<file path="src/rtl/tl_ad_channel_buffer_if.sv">
// TileLink-UL A/D handshake bundle shared by the client and manager sides of the buffer.
// 'slave' is the buffer's view; 'master' is the surrounding environment.
interface tl_ad_channel_buffer_if #(
   parameter int ADDR_W = 32,
   parameter int DATA_W = 64,
   parameter int SRC_W  = 4
);
   localparam int AW_T = 9 + SRC_W + ADDR_W + DATA_W/8 + DATA_W;
   localparam int DW_T = 11 + SRC_W + DATA_W;

   logic            ai_valid;
   logic            ai_ready;
   logic [AW_T-1:0] ai_bits;
   logic            ao_valid;
   logic            ao_ready;
   logic [AW_T-1:0] ao_bits;
   logic            di_valid;
   logic            di_ready;
   logic [DW_T-1:0] di_bits;
   logic            do_valid;
   logic            do_ready;
   logic [DW_T-1:0] do_bits;

   modport master (
      output ai_valid, ai_bits, ao_ready, di_valid, di_bits, do_ready,
      input  ai_ready, ao_valid, ao_bits, di_ready, do_valid, do_bits
   );

   modport slave (
      input  ai_valid, ai_bits, ao_ready, di_valid, di_bits, do_ready,
      output ai_ready, ao_valid, ao_bits, di_ready, do_valid, do_bits
   );
endinterface

</file>
<file path="src/rtl/tl_ad_channel_buffer.sv">
// TileLink-UL A/D channel buffer: A and D FIFOs, outstanding-request limiter,
// and a sticky flag for illegal multi-beat sizes.

// Circular FIFO with wrap-bit pointers; supports non-power-of-two depths.
module tl_ad_fifo #(
   parameter int W     = 8,
   parameter int DEPTH = 2,
   parameter int PIPE  = 1
) (
   input  logic         clock,
   input  logic         reset,
   input  logic         i_valid,
   input  logic [W-1:0] i_data,
   output logic         o_in_ready,
   input  logic         i_deq,
   output logic         o_empty,
   output logic [W-1:0] o_data,
   output logic [4:0]   o_count
);
   localparam int            IW   = (DEPTH > 1) ? $clog2(DEPTH) : 1;
   localparam logic [IW-1:0] LAST = IW'(DEPTH - 1);

   logic [W-1:0] r_mem [DEPTH];
   logic [IW:0]  r_wr;
   logic [IW:0]  r_rd;
   logic         w_full;
   logic         w_push;

   function automatic logic [IW:0] bump(input logic [IW:0] p);
      if (p[IW-1:0] == LAST) return {~p[IW], {IW{1'b0}}};
      return p + {{IW{1'b0}}, 1'b1};
   endfunction

   assign w_full     = (r_wr[IW-1:0] == r_rd[IW-1:0]) && (r_wr[IW] != r_rd[IW]);
   assign o_empty    = (r_wr == r_rd);
   // A full FIFO can take a new entry only when the head leaves on the same edge.
   assign o_in_ready = !w_full || ((PIPE != 0) && i_deq);
   assign w_push     = i_valid && o_in_ready;
   assign o_data     = r_mem[r_rd[IW-1:0]];

   always_comb begin
      o_count = 5'd0;
      if (r_wr[IW] == r_rd[IW]) o_count = 5'(r_wr[IW-1:0]) - 5'(r_rd[IW-1:0]);
      else                      o_count = 5'(DEPTH) - 5'(r_rd[IW-1:0]) + 5'(r_wr[IW-1:0]);
   end

   // NOTE: state uses non-blocking assignments so every register samples pre-edge values.
   always_ff @(posedge clock or posedge reset) begin
      if (reset) begin
         r_wr <= '0;
         r_rd <= '0;
      end else begin
         if (w_push) r_wr <= bump(r_wr);
         if (i_deq)  r_rd <= bump(r_rd);
      end
   end

   // NOTE: storage has no reset; occupancy is defined by the pointers alone.
   always_ff @(posedge clock) begin
      if (w_push) r_mem[r_wr[IW-1:0]] <= i_data;
   end
endmodule

module tl_ad_channel_buffer #(
   parameter int ADDR_W       = 32,
   parameter int DATA_W       = 64,
   parameter int SRC_W        = 4,
   parameter int A_DEPTH      = 2,
   parameter int D_DEPTH      = 2,
   parameter int PIPE         = 1,
   parameter int MAX_INFLIGHT = 8
) (
   input  logic                       clock,
   input  logic                       reset,
   tl_ad_channel_buffer_if.slave      bus,
   output logic [4:0]                 a_count,
   output logic [4:0]                 d_count,
   output logic [7:0]                 inflight,
   output logic                       limit_hit,
   output logic                       err_size
);
   localparam int         AW_T     = 9 + SRC_W + ADDR_W + DATA_W/8 + DATA_W;
   localparam int         DW_T     = 11 + SRC_W + DATA_W;
   localparam logic [7:0] MAX_I    = 8'(MAX_INFLIGHT);
   localparam logic [2:0] MAX_SIZE = 3'($clog2(DATA_W/8));

   logic       w_a_empty;
   logic       w_d_empty;
   logic       w_ai_fire;
   logic       w_ao_fire;
   logic       w_do_fire;
   logic       w_below;
   logic [7:0] r_inflight;
   logic       r_err_size;

   // ao_valid can only drop through a fire: inflight grows solely on ao_fire.
   assign w_below      = (r_inflight < MAX_I);
   assign bus.ao_valid = !w_a_empty && w_below;
   assign bus.do_valid = !w_d_empty;
   assign w_ai_fire    = bus.ai_valid && bus.ai_ready;
   assign w_ao_fire    = bus.ao_valid && bus.ao_ready;
   assign w_do_fire    = bus.do_valid && bus.do_ready;

   assign inflight  = r_inflight;
   assign limit_hit = (r_inflight == MAX_I);
   assign err_size  = r_err_size;

   tl_ad_fifo #(.W(AW_T), .DEPTH(A_DEPTH), .PIPE(PIPE)) u_a_fifo (
      .clock      (clock),
      .reset      (reset),
      .i_valid    (bus.ai_valid),
      .i_data     (bus.ai_bits),
      .o_in_ready (bus.ai_ready),
      .i_deq      (w_ao_fire),
      .o_empty    (w_a_empty),
      .o_data     (bus.ao_bits),
      .o_count    (a_count)
   );

   tl_ad_fifo #(.W(DW_T), .DEPTH(D_DEPTH), .PIPE(PIPE)) u_d_fifo (
      .clock      (clock),
      .reset      (reset),
      .i_valid    (bus.di_valid),
      .i_data     (bus.di_bits),
      .o_in_ready (bus.di_ready),
      .i_deq      (w_do_fire),
      .o_empty    (w_d_empty),
      .o_data     (bus.do_bits),
      .o_count    (d_count)
   );

   always_ff @(posedge clock or posedge reset) begin
      if (reset) begin
         r_inflight <= 8'd0;
         r_err_size <= 1'b0;
      end else begin
         if (w_ao_fire && !w_do_fire && (r_inflight != MAX_I))
            r_inflight <= r_inflight + 8'd1;
         else if (w_do_fire && !w_ao_fire && (r_inflight != 8'd0))
            r_inflight <= r_inflight - 8'd1;
         // Oversized requests are flagged but still forwarded untouched.
         if (w_ai_fire && (bus.ai_bits[AW_T-7 -: 3] > MAX_SIZE))
            r_err_size <= 1'b1;
      end
   end
endmodule

</file>
<file path="src/flat_wrapper.sv">
// flat-port wrapper written by rule: the top's interface ports become plain ports
module tl_ad_channel_buffer_flat 
#(
   parameter int ADDR_W       = 32,
   parameter int DATA_W       = 64,
   parameter int SRC_W        = 4,
   parameter int A_DEPTH      = 2,
   parameter int D_DEPTH      = 2,
   parameter int PIPE         = 1,
   parameter int MAX_INFLIGHT = 8
)
  (clock, reset, a_count, d_count, inflight, limit_hit, err_size, bus_ai_valid, bus_ai_bits, bus_ao_ready, bus_di_valid, bus_di_bits, bus_do_ready, bus_ai_ready, bus_ao_valid, bus_ao_bits, bus_di_ready, bus_do_valid, bus_do_bits);
  tl_ad_channel_buffer_if #(.ADDR_W(ADDR_W), .DATA_W(DATA_W), .SRC_W(SRC_W)) bus_i ();
  input  logic clock;
  input  logic reset;
  output logic [4:0] a_count;
  output logic [4:0] d_count;
  output logic [7:0] inflight;
  output logic limit_hit;
  output logic err_size;
  input wire logic [$bits(bus_i.ai_valid)-1:0] bus_ai_valid;
  input wire logic [$bits(bus_i.ai_bits)-1:0] bus_ai_bits;
  input wire logic [$bits(bus_i.ao_ready)-1:0] bus_ao_ready;
  input wire logic [$bits(bus_i.di_valid)-1:0] bus_di_valid;
  input wire logic [$bits(bus_i.di_bits)-1:0] bus_di_bits;
  input wire logic [$bits(bus_i.do_ready)-1:0] bus_do_ready;
  output wire logic [$bits(bus_i.ai_ready)-1:0] bus_ai_ready;
  output wire logic [$bits(bus_i.ao_valid)-1:0] bus_ao_valid;
  output wire logic [$bits(bus_i.ao_bits)-1:0] bus_ao_bits;
  output wire logic [$bits(bus_i.di_ready)-1:0] bus_di_ready;
  output wire logic [$bits(bus_i.do_valid)-1:0] bus_do_valid;
  output wire logic [$bits(bus_i.do_bits)-1:0] bus_do_bits;
  assign bus_i.ai_valid = bus_ai_valid;
  assign bus_i.ai_bits = bus_ai_bits;
  assign bus_i.ao_ready = bus_ao_ready;
  assign bus_i.di_valid = bus_di_valid;
  assign bus_i.di_bits = bus_di_bits;
  assign bus_i.do_ready = bus_do_ready;
  assign bus_ai_ready = bus_i.ai_ready;
  assign bus_ao_valid = bus_i.ao_valid;
  assign bus_ao_bits = bus_i.ao_bits;
  assign bus_di_ready = bus_i.di_ready;
  assign bus_do_valid = bus_i.do_valid;
  assign bus_do_bits = bus_i.do_bits;
  tl_ad_channel_buffer #(.ADDR_W(ADDR_W), .DATA_W(DATA_W), .SRC_W(SRC_W), .A_DEPTH(A_DEPTH), .D_DEPTH(D_DEPTH), .PIPE(PIPE), .MAX_INFLIGHT(MAX_INFLIGHT)) u_core (.clock(clock), .reset(reset), .bus(bus_i), .a_count(a_count), .d_count(d_count), .inflight(inflight), .limit_hit(limit_hit), .err_size(err_size));
endmodule
</file>
<file path="config.mk">
export PLATFORM = sky130hd
export DESIGN_NAME = tl_ad_channel_buffer_flat
export DESIGN_NICKNAME = d
export VERILOG_FILES = /design/src/rtl/tl_ad_channel_buffer_if.sv /design/src/rtl/tl_ad_channel_buffer.sv /design/src/flat_wrapper.sv
export SDC_FILE = /design/constraint.sdc
export NUM_CORES = 1
export LEC_CHECK = 0
export ABC_AREA = 1
export ABC_CLOCK_PERIOD_IN_PS = 11850
export CELL_PAD_IN_SITES_DETAIL_PLACEMENT = 0
export CELL_PAD_IN_SITES_GLOBAL_PLACEMENT = 2
export CORE_ASPECT_RATIO = 0.7
export CORE_MARGIN = 2
export CORE_UTILIZATION = 34
export DETAILED_ROUTE_END_ITERATION = 6
export GPL_TIMING_DRIVEN = 0
export PLACE_DENSITY_LB_ADDON = 0.1
export SETUP_SLACK_MARGIN = 0.3
export SYNTH_ARGS = -nofsm -noshare
export SYNTH_HDL_FRONTEND = slang
export SYNTH_HIERARCHICAL = 1
export SYNTH_SLANG_ARGS = --single-unit
</file>
<file path="constraint.sdc">
create_clock -name clock -period 11.85 [get_ports clock]
set_clock_uncertainty 0.15 [all_clocks]
set_input_delay 1.185 -clock clock [delete_from_list [all_inputs] [get_ports clock]]
set_output_delay 1.185 -clock clock [all_outputs]
set_load 0.01 [all_outputs]
</file>
==> run_results.csv <==
group,metric,value,unit
timing,report.final.slew_viol_count,0,
placement,port_buffers,421,
floorplanning,die_h,183,um
global_route,grtUsageMet1,20.6,%
route,vias,9963,
timing,relSlewSlack,53.7,%
timing,setup_tns,0,ns
clock_network,cts_hold_buf,0,
clock_network,clk_pin_slew,0.06,ns
setup_path,crit_fanout,4,
power,p_clk_share,21.6,%
finish,nNetsFinal,1884,
clock_network,cts_tree,"built",
power,p_switching,2050,uW
logic_synthesis,syn_nets,1410,
floorplanning,num_rows,65,
clock_network,cts-resized-gates,0,
logic_synthesis,syn_area,15600,um2
global_route,overflow,0,
route,route.detailed.drc,0,
route,viasPerCell,4.31,
global_route,grt_start_max_net_pins,87,
floorplanning,core-area,45100,um2
timing,period_share,35.2,%
setup_path,cp.required,10.52,ns
logic_synthesis,async_flop_share,4.16,%
route,drt-total-wl,40.5,mm
logic_synthesis,ys_ff_latch,409,
logic_synthesis,synth-main-ff-cell,"edfxtp_1",
global_route,grt_busiest_layer,"met2",
timing,fmax,240,MHz
timing,setup_viol,0,
clock_network,clock_sinks,409,
route,dr.first_iter.drc_count,504,
logic_synthesis,post-synth-top-area-fraction,75.6,%
route,ant_nets,0,
logic_synthesis,avgSynthCellArea,13.0,um2
job,cap_violations,0,
timing,final.setup.worst_slack,7.67,ns
power,switching_share,34.2,%
setup_path,worstPathArrival,2.84,ns
power,powerDensity,271,nW/um2
timing,layout_min_cycle_time,4.18,ns
outcome,outcome,"completed",
setup_path,cp-end-kind,"output pin",
power,leakage,0.00867,uW
clock_network,cts_buffer_depth,3,
power,peakVddDrop,127,uV
logic_synthesis,yosys.area.top_type,"edfxtp_1",
placement,place_congestion,0.723,
logic_synthesis,syn_inst,1195,
clock_network,htree_levels,2,
global_route,met2_usage,28.4,%
setup_path,worst-setup-path-type,"reg -> out",
finish,drive_gt1_share,7.18,%
logic_synthesis,seq_area_frac_synth,78.4,%
clock_network,cts_made_buffers,42,
power,seqPwrFrac,36.2,%
finish,final_util,49.0,%
power,p_comb_share,42.2,%
floorplanning,start_util,34.5,%
finish,area_growth,42.1,%
global_route,grt_pass1_wl,59.6,mm
floorplanning,ios,422,
logic_synthesis,ys_types,33,
power,p_int,3940,uW
global_route,antenna_found_initial,8,
hold_path,hold_path.class,"reg -> reg",
global_route,use_met3,5.33,%
power,total_power,5990,uW
clock_network,cts_root_buf,"clkbuf_16",
logic_synthesis,synth-edff-count,392,
timing,hold_ws,0.321,ns
placement,hpwl,28.4,mm
setup_path,critPathLaunchType,"flip-flop",
logic_synthesis,synth_most_common_cell,"nand2_1",
logic_synthesis,synth_common_cells,"635 x nand2_1, 392 x edfxtp_1, 28 x inv_1",
logic_synthesis,synth_area_leaders,"edfxtp_1 76%, nand2_1 15%, dfrtp_1 2.7%, ha_1 0.96%, buf_2 0.68%",
clock_network,insertion_delay,0.54,ns
timing,grt_setup_unrepaired,"no",
floorplanning,die_w,260,um
clock_network,cts_setup_buffers,0,
placement,pre_cts_slack,7.64,ns
global_route,track_usage,16.8,%
timing,finalHoldViolations,0,
floorplanning,die_area,47500,um2
timing,worst_pin_slew,0.693,ns
route,avgRoutedWirePerCell,17.5,um
logic_synthesis,ys.warnings.count,6,
route,dr.pass1.iters,4,
global_route,first_global_vias,9893,
## cells by family (layout without fill, tap and decap cells)
group | after synthesis | in the layout | synth area share, %
AO/OA/AOI/OAI | 14 | 14 | 0.499
XOR/XNOR | 11 | 11 | 0.667
adder cells (fa/ha/maj) | 13 | 13 | 1.09
buffers and inverters | 74 | 578 | 2.36
flip-flops | 409 | 409 | 78.4
other | 0 | 7 | 0
AND/OR/NAND/NOR | 674 | 674 | 17.0
## through the flow
stage,cells,instance area (um2)
floorplan,1195,15600
global placement,2219,20500
detailed placement,2228,20800
CTS,2302,22100
global route,2304,22100
finish,2309,22100
## per-layer routing
metal	routed length, um	part of all wire [%]
met2	19900	49
met1	16900	42
met4	999	2.5
met3	2690	6.6
met5	26	0.064
## layout by cell type (no fill, tap or decap), types with 2 or more instances in the layout
cell type / synthesis / layout
a21oi_1: 8 / 8
buf_12: 0 / 5
buf_16: 0 / 4
buf_2: 21 / 21
buf_4: 12 / 12
buf_6: 2 / 2
bufinv_16: 0 / 4
clkbuf_1: 9 / 19
clkbuf_16: 0 / 43
clkdlybuf4s50_1: 0 / 421
clkinv_1: 0 / 7
clkinv_2: 0 / 6
dfrtp_1: 17 / 17
diode_2: 0 / 7
edfxtp_1: 392 / 392
ha_1: 12 / 12
inv_1: 28 / 26
inv_4: 1 / 2
inv_6: 0 / 2
nand2_1: 635 / 635
nand2_2: 3 / 3
nand3_1: 15 / 15
nand3_2: 3 / 3
nand4_1: 2 / 2
nor2_1: 7 / 5
nor2_4: 0 / 2
o21ai_0: 2 / 2
o21ai_1: 2 / 2
xor2_1: 10 / 10
## area by class of cell
cell class	instances	area, um2
antenna	7	17.5
buffer	44	251
clock buffer	53	1110
clock inverter	21	221
fill	3983	23000
inverter	30	123
multi-input combinational	712	3010
sequential	409	12200
tap	603	754
timing repair buffer	430	4420
## final timing paths
| check | slack [ns] | to | startpoint | cells after the start |
|---|---|---|---|---|
| max in group asynchronous | 10.40 | u_core/inflight[0] | reset | 2 |
| min | 0.32 | u_core/err_size | u_core/err_size | 1 |
| max reg2reg | 8.31 | u_core/u_a_fifo/r_mem[1][45] | u_core/u_a_fifo/r_wr[0] | 14 |
| max | 7.67 | bus_di_ready | u_core/u_d_fifo/r_wr[0] | 10 |
| min in group asynchronous | 0.79 | u_core/u_a_fifo/r_rd[1] | reset | 2 |
| min reg2reg | 0.32 | u_core/err_size | u_core/err_size | 1 |
## sequential cells by signal, indices dropped and copies added (netlist names)
name / flops
u_core/u_a_fifo/r_rd: 2
u_core/u_a_fifo/r_mem: 234
u_core/inflight: 8
u_core/u_d_fifo/r_mem: 158
u_core/u_d_fifo/r_rd: 2
u_core/u_a_fifo/r_wr: 2
u_core/err_size: 1
u_core/u_d_fifo/r_wr: 2
## power groups by stage
stage | clock, uW | combinational, uW | sequential (uW)
after global routing | 1390 | 2780 | 2210
after detailed placement | 0 | 2580 | 2200
final | 1290 | 2530 | 2170
after CTS | 1340 | 2600 | 2170
after floorplan | 0 | 1150 | 2240
after global placement | 0 | 2510 | 2300
## critical path, cell delays in order, from the launching register on
cell and delay (ns):
dfrtp_1 0.41, inv_1 0.14, ha_1 0.30, inv_1 0.09, a21oi_1 0.15, inv_1 0.11, nand2_1 0.13, inv_1 0.15
nor2_1 0.20, nand3_4 0.10, clkdlybuf4s50_1 0.52
No activity file was read; power rests on OpenSTA's default activity.
